### src/rtl/tic_tac_toe_pkg.sv
// Shared definitions for the tic-tac-toe match controller and its timer.
package tic_tac_toe_pkg;

  // Controller state encoding, also exported on ctrl_state for display
  typedef enum logic [2:0] {
    ST_IDLE      = 3'd0,
    ST_CLEAR     = 3'd1,
    ST_PLAY      = 3'd2,
    ST_GAME_END  = 3'd3,
    ST_MATCH_END = 3'd4
  } ctrl_state_t;

  // Button vector bit positions {L,R,U,D,C}
  localparam int BTN_L = 4;
  localparam int BTN_R = 3;
  localparam int BTN_U = 2;
  localparam int BTN_D = 1;
  localparam int BTN_C = 0;
  localparam int BTN_W = 5;

  localparam int SCORE_W = 4;
  localparam int TIMER_W = 6;

endpackage

### src/rtl/tic_tac_toe_match_ctrl_if.sv
// Connection between the match controller and the tic_tac_toe game core.
interface tic_tac_toe_match_ctrl_if;
  import tic_tac_toe_pkg::*;

  logic [BTN_W-1:0] core_btn;
  logic             core_restart;
  logic             core_p1won;
  logic             core_p2won;
  logic             core_moved;
  logic             core_full;

  // Controller side
  modport master (
    output core_btn, core_restart,
    input  core_p1won, core_p2won, core_moved, core_full
  );

  // Game core side
  modport slave (
    input  core_btn, core_restart,
    output core_p1won, core_p2won, core_moved, core_full
  );

endinterface

### src/rtl/tic_tac_toe_tick_timer.sv
// Loadable down-counter advanced by tick; expire flags the tick that
// lands on a count of 1 (the last allowed tick).
module tic_tac_toe_tick_timer
  import tic_tac_toe_pkg::*;
#(
  parameter int W = TIMER_W
) (
  input  logic         clk,
  input  logic         rst_n,
  input  logic         tick,
  input  logic         load,
  input  logic         freeze,
  input  logic [W-1:0] load_val,
  output logic [W-1:0] count,
  output logic         expire
);

  // Independent of load/freeze so callers can derive those from expire
  assign expire = tick && (count == W'(1));

  // Load has priority; otherwise count down on tick unless frozen
  always_ff @(posedge clk or negedge rst_n) begin
    if (!rst_n) begin
      count <= '0;
    end else if (load) begin
      count <= load_val;
    end else if (tick && !freeze && (count != '0)) begin
      count <= count - 1'b1;
    end
  end

endmodule

### src/rtl/tic_tac_toe_match_ctrl.sv
// Match-level controller: routes the active player's buttons to the game
// core, runs the per-move timer, sequences games and keeps the score.
module tic_tac_toe_match_ctrl
  import tic_tac_toe_pkg::*;
#(
  parameter int WIN_TARGET = 3,
  parameter int TURN_TICKS = 10,
  parameter int HOLD_TICKS = 4
) (
  input  logic                 Clk,
  input  logic                 reset,
  input  logic                 tick,
  input  logic                 start,
  input  logic [BTN_W-1:0]     a_btn,
  input  logic [BTN_W-1:0]     b_btn,
  tic_tac_toe_match_ctrl_if.master core,
  output logic                 turn,
  output logic                 first_b,
  output logic [SCORE_W-1:0]   a_score,
  output logic [SCORE_W-1:0]   b_score,
  output logic [TIMER_W-1:0]   time_left,
  output logic                 match_over,
  output logic                 winner_b,
  output logic [2:0]           ctrl_state
);

  localparam logic [SCORE_W-1:0] SCORE_MAX = '1;
  localparam logic [SCORE_W-1:0] TARGET    = SCORE_W'(WIN_TARGET);

  function automatic logic [SCORE_W-1:0] sat_inc(input logic [SCORE_W-1:0] s);
    return (s == SCORE_MAX) ? s : s + 1'b1;
  endfunction

  ctrl_state_t        state, next_state;
  logic [1:0]         lock_cnt;
  logic               restart_q;
  logic [BTN_W-1:0]   routed;
  logic               btn_open;
  logic               c_fwd;
  logic               in_play, in_game_end, start_ok;
  logic               outcome, a_win, b_win;
  logic               turn_expire, hold_expire, hold_done;
  logic [TIMER_W-1:0] hold_left;
  logic               target_hit;
  logic               turn_load, turn_freeze;

  assign in_play     = (state == ST_PLAY);
  assign in_game_end = (state == ST_GAME_END);
  assign start_ok    = start && ((state == ST_IDLE) || (state == ST_MATCH_END));

  // Only the side on move reaches the core; the other side is dropped
  assign routed   = turn ? b_btn : a_btn;
  assign btn_open = in_play && (lock_cnt == 2'd0);
  assign c_fwd    = btn_open && routed[BTN_C];

  assign core.core_btn     = btn_open ? routed : '0;
  assign core.core_restart = restart_q;
  assign ctrl_state        = state;

  assign target_hit = (a_score == TARGET) || (b_score == TARGET);
  assign hold_done  = in_game_end && hold_expire && (hold_left != '0);

  // A move reloads the timer only when no outcome claims the same cycle
  assign turn_load   = (state == ST_CLEAR) || (in_play && core.core_moved && !outcome);
  assign turn_freeze = !in_play || outcome;

  tic_tac_toe_tick_timer #(.W(TIMER_W)) u_turn_timer (
    .clk      (Clk),
    .rst_n    (reset),
    .tick     (tick),
    .load     (turn_load),
    .freeze   (turn_freeze),
    .load_val (TIMER_W'(TURN_TICKS)),
    .count    (time_left),
    .expire   (turn_expire)
  );

  tic_tac_toe_tick_timer #(.W(TIMER_W)) u_hold_timer (
    .clk      (Clk),
    .rst_n    (reset),
    .tick     (tick),
    .load     (outcome),
    .freeze   (!in_game_end),
    .load_val (TIMER_W'(HOLD_TICKS)),
    .count    (hold_left),
    .expire   (hold_expire)
  );

  // Game outcome resolution: win by first mover, then second mover, then timeout, then draw
  always_comb begin
    outcome = 1'b0;
    a_win   = 1'b0;
    b_win   = 1'b0;
    if (in_play) begin
      if (core.core_p1won) begin
        outcome = 1'b1;
        b_win   = first_b;
        a_win   = !first_b;
      end else if (core.core_p2won) begin
        outcome = 1'b1;
        a_win   = first_b;
        b_win   = !first_b;
      end else if (turn_expire) begin
        outcome = 1'b1;
        a_win   = turn;
        b_win   = !turn;
      end else if (core.core_full) begin
        outcome = 1'b1;
      end
    end
  end

  // Next-state logic
  always_comb begin
    next_state = state;
    case (state)
      ST_IDLE:      if (start) next_state = ST_CLEAR;
      ST_CLEAR:     next_state = ST_PLAY;
      ST_PLAY:      if (outcome) next_state = ST_GAME_END;
      ST_GAME_END:  if (hold_done) next_state = target_hit ? ST_MATCH_END : ST_CLEAR;
      ST_MATCH_END: if (start) next_state = ST_CLEAR;
      default:      next_state = ST_IDLE;
    endcase
  end

  // State register and registered status outputs
  always_ff @(posedge Clk or negedge reset) begin
    if (!reset) begin
      state      <= ST_IDLE;
      restart_q  <= 1'b0;
      match_over <= 1'b0;
    end else begin
      state      <= next_state;
      restart_q  <= (next_state == ST_CLEAR);
      match_over <= (next_state == ST_MATCH_END);
    end
  end

  // Turn ownership, first mover, and C-strobe lockout
  always_ff @(posedge Clk or negedge reset) begin
    if (!reset) begin
      turn     <= 1'b0;
      first_b  <= 1'b0;
      lock_cnt <= 2'd0;
    end else begin
      if (start_ok) begin
        first_b <= 1'b0;
      end else if (hold_done && !target_hit) begin
        first_b <= !first_b;
      end

      if (state == ST_CLEAR) begin
        turn <= first_b;
      end else if (in_play && core.core_moved && !outcome) begin
        turn <= !turn;
      end

      if (state == ST_CLEAR) begin
        lock_cnt <= 2'd0;
      end else if (c_fwd) begin
        lock_cnt <= 2'd2;
      end else if (lock_cnt != 2'd0) begin
        lock_cnt <= lock_cnt - 1'b1;
      end
    end
  end

  // Match score and winner
  always_ff @(posedge Clk or negedge reset) begin
    if (!reset) begin
      a_score  <= '0;
      b_score  <= '0;
      winner_b <= 1'b0;
    end else begin
      if (start_ok) begin
        a_score  <= '0;
        b_score  <= '0;
        winner_b <= 1'b0;
      end else begin
        if (a_win) a_score <= sat_inc(a_score);
        if (b_win) b_score <= sat_inc(b_score);
        if (hold_done && target_hit) winner_b <= (b_score == TARGET);
      end
    end
  end

endmodule

### src/flat_wrapper.sv
// flat-port wrapper written by rule: the top's interface ports become plain ports
module tic_tac_toe_match_ctrl_flat import tic_tac_toe_pkg::*;
#(
  parameter int WIN_TARGET = 3,
  parameter int TURN_TICKS = 10,
  parameter int HOLD_TICKS = 4
)
  (Clk, reset, tick, start, a_btn, b_btn, turn, first_b, a_score, b_score, time_left, match_over, winner_b, ctrl_state, core_core_btn, core_core_restart, core_core_p1won, core_core_p2won, core_core_moved, core_core_full);
  tic_tac_toe_match_ctrl_if core_i ();
  input  logic Clk;
  input  logic reset;
  input  logic tick;
  input  logic start;
  input  logic [BTN_W-1:0] a_btn;
  input  logic [BTN_W-1:0] b_btn;
  output logic turn;
  output logic first_b;
  output logic [SCORE_W-1:0] a_score;
  output logic [SCORE_W-1:0] b_score;
  output logic [TIMER_W-1:0] time_left;
  output logic match_over;
  output logic winner_b;
  output logic [2:0] ctrl_state;
  output wire logic [$bits(core_i.core_btn)-1:0] core_core_btn;
  output wire logic [$bits(core_i.core_restart)-1:0] core_core_restart;
  input wire logic [$bits(core_i.core_p1won)-1:0] core_core_p1won;
  input wire logic [$bits(core_i.core_p2won)-1:0] core_core_p2won;
  input wire logic [$bits(core_i.core_moved)-1:0] core_core_moved;
  input wire logic [$bits(core_i.core_full)-1:0] core_core_full;
  assign core_core_btn = core_i.core_btn;
  assign core_core_restart = core_i.core_restart;
  assign core_i.core_p1won = core_core_p1won;
  assign core_i.core_p2won = core_core_p2won;
  assign core_i.core_moved = core_core_moved;
  assign core_i.core_full = core_core_full;
  tic_tac_toe_match_ctrl #(.WIN_TARGET(WIN_TARGET), .TURN_TICKS(TURN_TICKS), .HOLD_TICKS(HOLD_TICKS)) u_core (.Clk(Clk), .reset(reset), .tick(tick), .start(start), .a_btn(a_btn), .b_btn(b_btn), .core(core_i), .turn(turn), .first_b(first_b), .a_score(a_score), .b_score(b_score), .time_left(time_left), .match_over(match_over), .winner_b(winner_b), .ctrl_state(ctrl_state));
endmodule
### config.mk
export PLATFORM = sky130hd
export DESIGN_NAME = tic_tac_toe_match_ctrl_flat
export DESIGN_NICKNAME = d
export VERILOG_FILES = /design/src/rtl/tic_tac_toe_pkg.sv /design/src/rtl/tic_tac_toe_match_ctrl_if.sv /design/src/rtl/tic_tac_toe_tick_timer.sv /design/src/rtl/tic_tac_toe_match_ctrl.sv /design/src/flat_wrapper.sv
export SDC_FILE = /design/constraint.sdc
export NUM_CORES = 1
export LEC_CHECK = 0
export ABC_AREA = 1
export ABC_CLOCK_PERIOD_IN_PS = 1420
export CAP_MARGIN = 25
export CORE_AREA = 2 2 73 68
export DETAILED_ROUTE_END_ITERATION = 6
export DIE_AREA = 0 0 75 70
export PLACE_DENSITY = 0.82
export SLEW_MARGIN = 30
export SYNTH_ARGS = -nofsm -noshare
export SYNTH_HDL_FRONTEND = slang
export SYNTH_SLANG_ARGS = --single-unit
### constraint.sdc
create_clock -name Clk -period 1.42 [get_ports Clk]
set_input_delay 0.142 -clock Clk [delete_from_list [all_inputs] [get_ports Clk]]
set_output_delay 0.142 -clock Clk [all_outputs]
set_load 0.03 [all_outputs]
== Yosys cells after proc, flatten, opt, wreduce, memory -nomap -nowiden ==
Index checks and enable logic that the tools add are counted.
Operators by class
  add/subtract/negate cells: 5
  equality and inequality tests: 14
  muxes and demuxes: 39
  reductions and logical operators: 41
Operators with widths (count)
  4-bit two-way mux: 6
  6-bit two-way mux: 4
  1-bit two-way mux: 19
  2-bit nonzero test: 8
  1-bit logical AND: 15
  6-bit by 1-bit == test with 1-bit output (second input constant): 2
  3-bit two-way mux: 4
  3-bit one-hot mux with 4 select lines: 1
  6-bit nonzero test: 2
  6-bit by 1-bit subtractor with 6-bit output (second input constant): 2
  5-bit two-way mux: 2
  4-bit by 1-bit adder with 4-bit output (second input constant): 2
  4-bit by 2-bit == test with 1-bit output (second input constant): 2
  4-bit == test (second input constant): 2
  3-bit by 1-bit == test with 1-bit output (second input constant): 2
  3-bit by 2-bit == test with 1-bit output (second input constant): 2
  3-bit == test (second input constant): 2
  1-bit zero test: 6
  2-bit two-way mux: 3
  1-bit logical OR: 4
  2-bit by 1-bit != test with 1-bit output (second input constant): 2
  2-bit AND reduction: 2
  3-bit zero test: 1
  3-bit nonzero test: 1
  3 further kinds: 3
Word-level totals
  bits in registers: 30
  input port bits: 18
  output and inout bits: 27

== Depth between registers and ports, before layout ==
Gate-level depths: netlist (run 1).
  depth after elaboration: 12
  mapped depth: 12
  gate-level depth less buffers: 12

== Modules after synthesis ==
From an unflattened synthesis (run 1), not the netlist that was laid out.
Second synthesis, totals
  cell total of the unflattened synthesis: 297
  area total of the unflattened synthesis: 2102.0 µm²
By module, submodules not included
  tic_tac_toe_match_ctrl: times used 1, cells each 175, area an instance 1181.1 µm², sequential area each 450.4 µm²
  tic_tac_toe_tick_timer: times used 2, cells each 61, area an instance 460.4 µm², sequential area each 150.1 µm²

== Least setup slack after synthesis (run 1) ==
No wires, ideal clock.
  path kind: reg2reg
  start: register u_core.u_turn_timer.count[1]
  end: register u_core.u_turn_timer.count[2]
  setup time: 0.118 ns
  arrival time: 1.525 ns
  required time: 1.302 ns
  setup slack: -0.223 ns
  stages on the path, launching flop included: 13
  clock period less this slack: 1.643 ns
  cell sequence: dfrtp_1 -> inv_1 -> ha_1 -> nand2_1 -> inv_1 -> nand3_1 -> nand2_1 -> nor2_4 -> nand2_2 -> nand2_4 -> inv_2 -> nand3_1 -> nand2_1
Between the ends
  word-level cells in the longest chain between the ends: 11
  elaborated cells on any way between the ends: 18
  classes of those cells: add/sub (1); eq/ne (1); mux (6); reduce/logical (10)
RTL lines
  start: declaration: line tic_tac_toe_tick_timer.sv:14  | output logic [W-1:0] count,
  start signal: assignment: line tic_tac_toe_tick_timer.sv:26  | count <= load_val;
  start signal: assignment: line tic_tac_toe_tick_timer.sv:28  | count <= count - 1'b1;
  6-bit by 1-bit == test with 1-bit output: line tic_tac_toe_tick_timer.sv:19  | assign expire = tick && (count == W'(1));
  1-bit logical AND: line tic_tac_toe_tick_timer.sv:19
  1-bit two-way mux: line tic_tac_toe_match_ctrl.sv:103  | end else if (turn_expire) begin
  1-bit two-way mux: line tic_tac_toe_match_ctrl.sv:99  | end else if (core.core_p2won) begin
  1-bit two-way mux: line tic_tac_toe_match_ctrl.sv:95  | if (core.core_p1won) begin
  1-bit two-way mux: line tic_tac_toe_match_ctrl.sv:94  | if (in_play) begin
  1-bit logical OR: line tic_tac_toe_match_ctrl.sv:65  | assign turn_freeze = !in_play || outcome;
  1-bit zero test: line tic_tac_toe_tick_timer.sv:27  | end else if (tick && !freeze && (count != '0)) begin
  1-bit logical AND (2 in series): line tic_tac_toe_tick_timer.sv:27
  2-bit nonzero test (no source line)
Several ways; a longest one is shown, not always the timed one. The select of a mux whose other input is x is not followed.
A chain may end at the register's enable or synchronous reset.

== Worst setup path in the final report (run 1) ==
  start: register u_core.state[0] (netlist: u_core.ctrl_state[0])
  end: output core_core_btn[2]
Between the ends
  word-level cells in the longest chain between the ends: 3
RTL lines
  start: declaration: line tic_tac_toe_match_ctrl.sv:34  | ctrl_state_t state, next_state;
  start signal: assignment: line tic_tac_toe_match_ctrl.sv:133  | state <= next_state;
  3-bit by 2-bit == test with 1-bit output: line tic_tac_toe_match_ctrl.sv:47  | assign in_play = (state == ST_PLAY);
  1-bit logical AND: line tic_tac_toe_match_ctrl.sv:53  | assign btn_open = in_play && (lock_cnt == 2'd0);
  5-bit two-way mux: line tic_tac_toe_match_ctrl.sv:56  | assign core.core_btn = btn_open ? routed : '0;
  end: declaration: line flat_wrapper.sv:24  | output wire logic [$bits(core_i.core_btn)-1:0] core_core_btn;
No other way between the ends.

==> summary.txt, run 1 <==
CRITICAL PATH
--------------------------------------------------------------------------
Highest net fanout along the worst path .....................            4
Worst R2R Setup Slack .......................................     -0.10 ns
Worst EP arrival ............................................      1.38 ns
Count of cells along the worst register-to-register path ....           11
Required time of the critical path ..........................      1.28 ns
Kind of critical path ....................................... register to output port
FF-to-FF End ................................................ u_core.u_turn_timer.count[4]$_DFFE_PN0P_
Worst setup path end ........................................ core_core_btn[2]
First element of the critical path .......................... u_core.ctrl_state[0]$_DFF_PN0_
Kind of end point of the critical path ......................  output port
R2r startpoint .............................................. u_core.u_turn_timer.count[0]$_DFFE_PN0P_
Startpoint kind of the worst setup timing path ..............     register

CLOCKING
--------------------------------------------------------------------------
Max H-tree Level ............................................            2
Maximum buffer depth of the clock tree ......................            2
Clock transition at the registers of the reported paths .....      0.07 ns
Total clock sinks ...........................................           30
Skew-Pair Late Insertion Delay ..............................      0.28 ns
Root cell of the clock tree ................................. sky130_fd_sc_hd__clkbuf_8
TritonCTS clock tree ........................................         done
Number of buffers added by the clock tree synthesis step ....            5

RUN STATUS
--------------------------------------------------------------------------
Violated checks ............................................. negative setup slack
Run status .................................................. complete, but fails checks

FINISH
--------------------------------------------------------------------------
Leading cell type in the layout, fill and taps excluded ..... sky130_fd_sc_hd__nand2_1
Final core occ ..............................................        0.693
Filler-free cell count of the finished design ...............          413
Area growth syn-to-layout ...................................        64.3%
Layout filler cell count ....................................          341
Layout cell share with drive strength beyond 1 ..............        0.411
# diodes ....................................................            0
Highest-count cells in the layout ignoring fill and taps .... sky130_fd_sc_hd__nand2_1 (48), sky130_fd_sc_hd__buf_4 (40), sky130_fd_sc_hd__inv_1 (26)
Final Net Count .............................................          374

STA
--------------------------------------------------------------------------
Fin worst setup slack .......................................    -0.104 ns
Worst Max-Slew Pin Slew .....................................     0.326 ns
Final Critical Period .......................................      1.52 ns
Setup repair after global routing missed its margin .........          yes
Final number of max-transition violations ...................            0
Tightest hold margin ........................................     0.226 ns
Final period util ...........................................         1.07
Endpoints failing setup .....................................           16
Final-report hold violation count ...........................            0
Max_slew headroom ...........................................        0.781
Timing-limited maximum frequency ............................      656 MHz
Setup clock skew after layout ...............................   0.00630 ns

POWER AND IR DROP
--------------------------------------------------------------------------
Overall Power ...............................................    0.00551 W
Power density over cell area ................................ 1730 nW/um^2
Worst vdd rail ir drop ......................................      1.39 mV
Static Leakage ..............................................      1.63 nW

PLACEMENT
--------------------------------------------------------------------------
Placed Instances ............................................          387
Half-perimeter wire length of the detailed placement result .      3.52 mm
Number of port buffers ......................................           44
Routability congestion estimate from global placement .......        0.795

FLOORPLANNING
--------------------------------------------------------------------------
Die X .......................................................        75 um
Overall die area ............................................   5250 sq um
I/O Pins ....................................................           45
Die Ht ......................................................        70 um
Initial core utilization ....................................        0.422
Area of the core ............................................   4590 sq um
Cell row count ..............................................           24

SYNTHESIS
--------------------------------------------------------------------------
Warning count from the yosys run ............................            0
Number of nets produced by synthesis ........................          280
Share of the yosys chip area belonging to registers .........        0.387
Synthesis-stage register bit count ..........................           30
Post-synthesis instance area ................................   1940 sq um
Syn avg cell area ...........................................   7.66 sq um
Synthesized netlist cell count ..............................          253
Unique masters post-synth ...................................           31

GLOBAL ROUTE
--------------------------------------------------------------------------
Largest net degree at the start of global routing ...........           31
Gr usage total ..............................................        0.203
Antenna violations before repair ............................            0
Wire length of the first global-routing pass ................      8.37 mm
Number of global-route vias before repair ...................         1963
Total congestion overflow ...................................            0

ROUTE
--------------------------------------------------------------------------
Post-DR vias/cell ...........................................         4.93
# DRC .......................................................            0
Detailed-route wire length ..................................      5.71 mm
DRT antenna net count .......................................            0
Wirelength per Cell .........................................      13.8 um
Detailed-router iteration count before antenna repair .......            4
Detailed Route Iter0 Violations .............................           53
Count of vias placed by the detailed router .................         2036

WORST HOLD PATH
--------------------------------------------------------------------------
Hold/Removal Path Class ..................................... input port to asynchronous set/reset pin

FLOW RUN
--------------------------------------------------------------------------
Total of max-cap violations .................................            0

==> synthesized netlist by cell type, drive strengths merged <==
library cell  instances  area [sq um]
a211oi                1          7.51
a21oi                 9          48.8
a22oi                 2          15.0
a31oi                 1          21.3
and3                  1          6.26
buf                   2          16.3
dfrtp                30           751
ha                    9           113
inv                  40           150
nand2                69           299
nand3                26           145
nand4                 8          50.1
nor2                 29           141
nor3                  6          40.0
o211ai                2          15.0
o21a                  1          7.51
o21ai                 8          40.0
o22ai                 1          6.26
or2                   2          12.5
xnor2                 1          8.76
xor2                  5          43.8
==> metal layers <==
metal	global-route usage	vias to the layer above	wire, um
met5	0	-	0
met4	0.0595	0	44
met3	0.0418	6	310
met2	0.342	57	2980
met1	0.258	974	2380
li1	-	999	-
==> stage by stage <==
step           TNS (ns)  setup WS (ns)  area (sq um)
2_1_floorplan    -0.569        -0.0958          1980
3_3_place_gp      -2.58         -0.163          2690
3_5_place_dp      -2.73         -0.176          2690
4_1_cts          -0.821        -0.0974          2920
5_1_grt           -2.60         -0.175          3180
6_report          -1.21         -0.104          3180
==> report_power, final <==
group | leakage [nW] | switching, W | total, W | internal, W
sequential | 0.364 | 0.000267 | 0.00144 | 0.00117
combinational | 1.21 | 0.00197 | 0.00336 | 0.00139
clock | 0.0482 | 0.000327 | 0.000718 | 0.000391
==> state kept, by name, indices dropped and copies added (netlist names) <==
| signal | count |
|---|---|
| u_core.first_b | 1 |
| u_core.lock_cnt | 2 |
| u_core.turn | 1 |
| u_core.a_score | 4 |
| u_core.winner_b | 1 |
| u_core.u_turn_timer.count | 6 |
| u_core.ctrl_state | 3 |
| u_core.core.core_restart | 1 |
| u_core.u_hold_timer.count | 6 |
| u_core.match_over | 1 |
| u_core.b_score | 4 |
==> cells by family after synthesis <==
group | count (synthesis) | synth area share
AOI/OAI and AO/OA | 25 | 0.0833
buffers and inverters | 42 | 0.0859
DFF | 30 | 0.387
xor gates and xnor gates | 6 | 0.0271
and+or+nand+nor | 141 | 0.358
adders and majority gates | 9 | 0.0581
==> worst min path at each step <==
stage | slack (ns) | endpoint | start | depth (start not counted)
3_5_place_dp | 0.53 | u_core.u_turn_timer.count[2]$_DFFE_PN0P_ | reset | 2
3_3_place_gp | 0.53 | u_core.u_turn_timer.count[2]$_DFFE_PN0P_ | reset | 2
6_report | 0.23 | u_core.u_turn_timer.count[2]$_DFFE_PN0P_ | reset | 2
5_1_grt | 0.23 | u_core.u_turn_timer.count[4]$_DFFE_PN0P_ | reset | 2
4_1_cts | 0.24 | u_core.u_hold_timer.count[3]$_DFFE_PN0P_ | reset | 2
2_1_floorplan | -0.15 | u_core.a_score[0]$_DFFE_PN0P_ | reset | 0
==> what timing repair did <==
action / CTS / global route
hold buffers: 0 / 0
setup endpoints to repair: 36 / 32
pin swaps: 10 / 19
setup buffers: 6 / 13
resized for setup: 53 / 47
==> critical path, cell delays in order (launching register included) <==
cell and delay [ns]:
sky130_fd_sc_hd__dfrtp_2 0.41, sky130_fd_sc_hd__inv_2 0.06, sky130_fd_sc_hd__nand2_2 0.05, sky130_fd_sc_hd__nor2_4 0.09
sky130_fd_sc_hd__buf_6 0.14, sky130_fd_sc_hd__nand2_8 0.07, sky130_fd_sc_hd__a21oi_4 0.13, sky130_fd_sc_hd__buf_6 0.14
==> layout make-up <==
type,count,area [sq um],share of cell area
multi-input combinational,181,1280,0.404
timing repair buffer,89,801,0.251
sequential,30,761,0.239
inverter,40,165,0.0519
clock buffer,7,86.3,0.0271
tap,65,81.3,0.0255
clock inverter,1,5.00,0.00157
(Power assumes the default switching activity.)
==> run 2: changes to the inputs <==
--- a/config.mk
+++ b/config.mk
@@ -11,6 +11,7 @@
 export CORE_AREA = 2 2 73 68
 export DETAILED_ROUTE_END_ITERATION = 6
 export DIE_AREA = 0 0 75 70
+export MAX_ROUTING_LAYER = met4
 export PLACE_DENSITY = 0.82
 export SLEW_MARGIN = 30
 export SYNTH_ARGS = -nofsm -noshare
==> summary.txt, run 2 (synthesis gave the netlist of run 1 again) <==
RUN STATUS
--------------------------------------------------------------------------
Run status .................................................. complete, but fails checks
Violated checks ............................................. negative setup slack

FINISH
--------------------------------------------------------------------------
Layout cell share with drive strength beyond 1 ..............        0.411   unchanged
Leading cell type in the layout, fill and taps excluded ..... sky130_fd_sc_hd__nand2_1
# diodes ....................................................            0   unchanged
Final Net Count .............................................          374   unchanged
Largest registers ranked by flip-flop count ................. u_core.u_hold_timer.count x6, u_core.u_turn_timer.count x6
Filler-free cell count of the finished design ...............          413   unchanged
Layout filler cell count ....................................          341   unchanged
Highest-count cells in the layout ignoring fill and taps .... sky130_fd_sc_hd__nand2_1 (48), sky130_fd_sc_hd__buf_4 (40), sky130_fd_sc_hd__inv_1 (26)
Final core occ ..............................................        0.693   unchanged
Area growth syn-to-layout ...................................        64.3%   unchanged

CLOCKING
--------------------------------------------------------------------------
Skew-Pair Late Insertion Delay ..............................      0.28 ns   about the same
Clock transition at the registers of the reported paths .....      0.07 ns   about the same
Number of buffers added by the clock tree synthesis step ....            5   unchanged
TritonCTS clock tree ........................................         done
Root cell of the clock tree ................................. sky130_fd_sc_hd__clkbuf_8
Max H-tree Level ............................................            2   unchanged
Hold_buf cts ................................................            0   unchanged
Total clock sinks ...........................................           30   unchanged
Maximum buffer depth of the clock tree ......................            2   unchanged

ROUTE
--------------------------------------------------------------------------
Post-DR vias/cell ...........................................         4.95   +0.49%
DRT antenna net count .......................................            0   unchanged
Count of vias placed by the detailed router .................         2046   +0.49%
Wirelength per Cell .........................................      13.8 um   -0.30%
# DRC .......................................................            0   unchanged
Detailed Route Iter0 Violations .............................           52   -1.9%
Detailed-route wire length ..................................      5.70 mm   -0.30%
Detailed-router iteration count before antenna repair .......            5   +1

STA
--------------------------------------------------------------------------
Endpoints failing setup .....................................           16   unchanged
Worst Max-Slew Pin Slew .....................................     0.326 ns   +0.0000763 ns
Timing-limited maximum frequency ............................      656 MHz   about the same
Final total negative setup slack ............................     -1.23 ns   -0.0187 ns
Setup repair after global routing missed its margin .........          yes
Fin worst setup slack .......................................    -0.104 ns   -0.000913 ns
Final Critical Period .......................................      1.52 ns   +0.000913 ns
Tightest hold margin ........................................     0.225 ns   -0.00106 ns
Final-report hold violation count ...........................            0   unchanged
Final period util ...........................................         1.07   about the same
Max_slew headroom ...........................................        0.781   about the same
Setup clock skew after layout ...............................   0.00629 ns   -0.00000441 ns
Final number of max-transition violations ...................            0   unchanged

FLOORPLANNING
--------------------------------------------------------------------------
Cell row count ..............................................           24   unchanged
Die Ht ......................................................        70 um   unchanged
Area of the core ............................................   4590 sq um   unchanged
I/O Pins ....................................................           45   unchanged
Die X .......................................................        75 um   unchanged
Initial core utilization ....................................        0.422   unchanged
Overall die area ............................................   5250 sq um   unchanged

PLACEMENT
--------------------------------------------------------------------------
Worst-case setup slack after placement ......................    -0.176 ns   unchanged
Half-perimeter wire length of the detailed placement result .      3.52 mm   unchanged
Placed Instances ............................................          387   unchanged
Routability congestion estimate from global placement .......        0.807   +1.4%
Number of port buffers ......................................           44   unchanged

GLOBAL ROUTE
--------------------------------------------------------------------------
Gr usage total ..............................................        0.209   +0.00551
Antenna violations before repair ............................            0   unchanged
Total congestion overflow ...................................            0   unchanged
Wire length of the first global-routing pass ................      8.38 mm   about the same
Largest net degree at the start of global routing ...........           31   unchanged
Number of global-route vias before repair ...................         1960   -0.15%

CRITICAL PATH
--------------------------------------------------------------------------
Worst EP arrival ............................................      1.38 ns   about the same
Kind of critical path ....................................... register to output port
Required time of the critical path ..........................      1.28 ns   about the same
R2r startpoint .............................................. u_core.u_turn_timer.count[0]$_DFFE_PN0P_
First element of the critical path .......................... u_core.ctrl_state[0]$_DFF_PN0_
Kind of end point of the critical path ......................  output port
Startpoint kind of the worst setup timing path ..............     register
Highest net fanout along the worst path .....................            4   unchanged

POWER AND IR DROP
--------------------------------------------------------------------------
Worst vdd rail ir drop ......................................      1.39 mV   about the same
Power density over cell area ................................ 1730 nW/um^2   about the same
Static Leakage ..............................................      1.63 nW   unchanged

FLOW RUN
--------------------------------------------------------------------------
Total of max-cap violations .................................            0   unchanged

WORST HOLD PATH
--------------------------------------------------------------------------
Hold/Removal Path Class ..................................... input port to asynchronous set/reset pin

run 2: final timing paths:
kind                                                                  to  slack, ns  depth (start not counted)
min in group Clk                u_core.u_hold_timer.count[5]$_DFFE_PN0P_       0.58                          2
max in group asynchronous                  u_core.b_score[0]$_DFFE_PN0P_       1.01                          2
worst min-delay path            u_core.u_turn_timer.count[2]$_DFFE_PN0P_       0.23                          2
worst max-delay path                                    core_core_btn[2]      -0.10                          7
worst max register to register  u_core.u_turn_timer.count[4]$_DFFE_PN0P_      -0.10                         11
worst min register to register  u_core.u_hold_timer.count[5]$_DFFE_PN0P_       0.58                          2
run 2: cell type report:
| cell class | count | area (sq um) | share of cell area |
|---|---|---|---|
| Tap cell | 65 | 81.3 | 0.0255 |
| Sequential cell | 30 | 761 | 0.239 |
| Timing Repair Buffer | 89 | 801 | 0.251 |
| Clock buffer | 7 | 86.3 | 0.0271 |
| Multi-Input combinational cell | 181 | 1280 | 0.404 |
| Clock inverter | 1 | 5.00 | 0.00157 |
| Inverter | 40 | 165 | 0.0519 |
run 2: metrics by stage:
stage          total power [W]  area [sq um]
6_report               0.00551          3180
5_1_grt                0.00590          3180
3_5_place_dp           0.00429          2690
4_1_cts                0.00514          2920
2_1_floorplan          0.00315          1980
3_3_place_gp           0.00419          2690
run 2: layer usage:
layer / up-vias / global-route usage / share of wire
li1: 999 / - / -
met1: 976 / 0.258 / 0.41
met2: 65 / 0.342 / 0.53
met3: 6 / 0.0418 / 0.060
met4: 0 / 0.0595 / 0.0081
met5: - / - / 0
run 2: critical path, cell delays in order, from the launching register on:
cell and delay (ns):
sky130_fd_sc_hd__dfrtp_2 0.41, sky130_fd_sc_hd__inv_2 0.06, sky130_fd_sc_hd__nand2_2 0.05, sky130_fd_sc_hd__nor2_4 0.09, sky130_fd_sc_hd__buf_6 0.14, sky130_fd_sc_hd__nand2_8 0.08, sky130_fd_sc_hd__a21oi_4 0.13, sky130_fd_sc_hd__buf_6 0.14
run 2: power by group:
part	leakage (nW)	internal, W	total, W	switching [W]
sequential	0.364	0.00117	0.00144	0.000267
clock	0.0482	0.000391	0.000718	0.000328
combinational	1.21	0.00139	0.00335	0.00197
run 2: timing repair:
item,CTS,global route
pin swaps,10,19
gates resized for setup,53,47
hold endpoints to repair,0,0
setup endpoints to repair,36,32
setup buffers,6,13
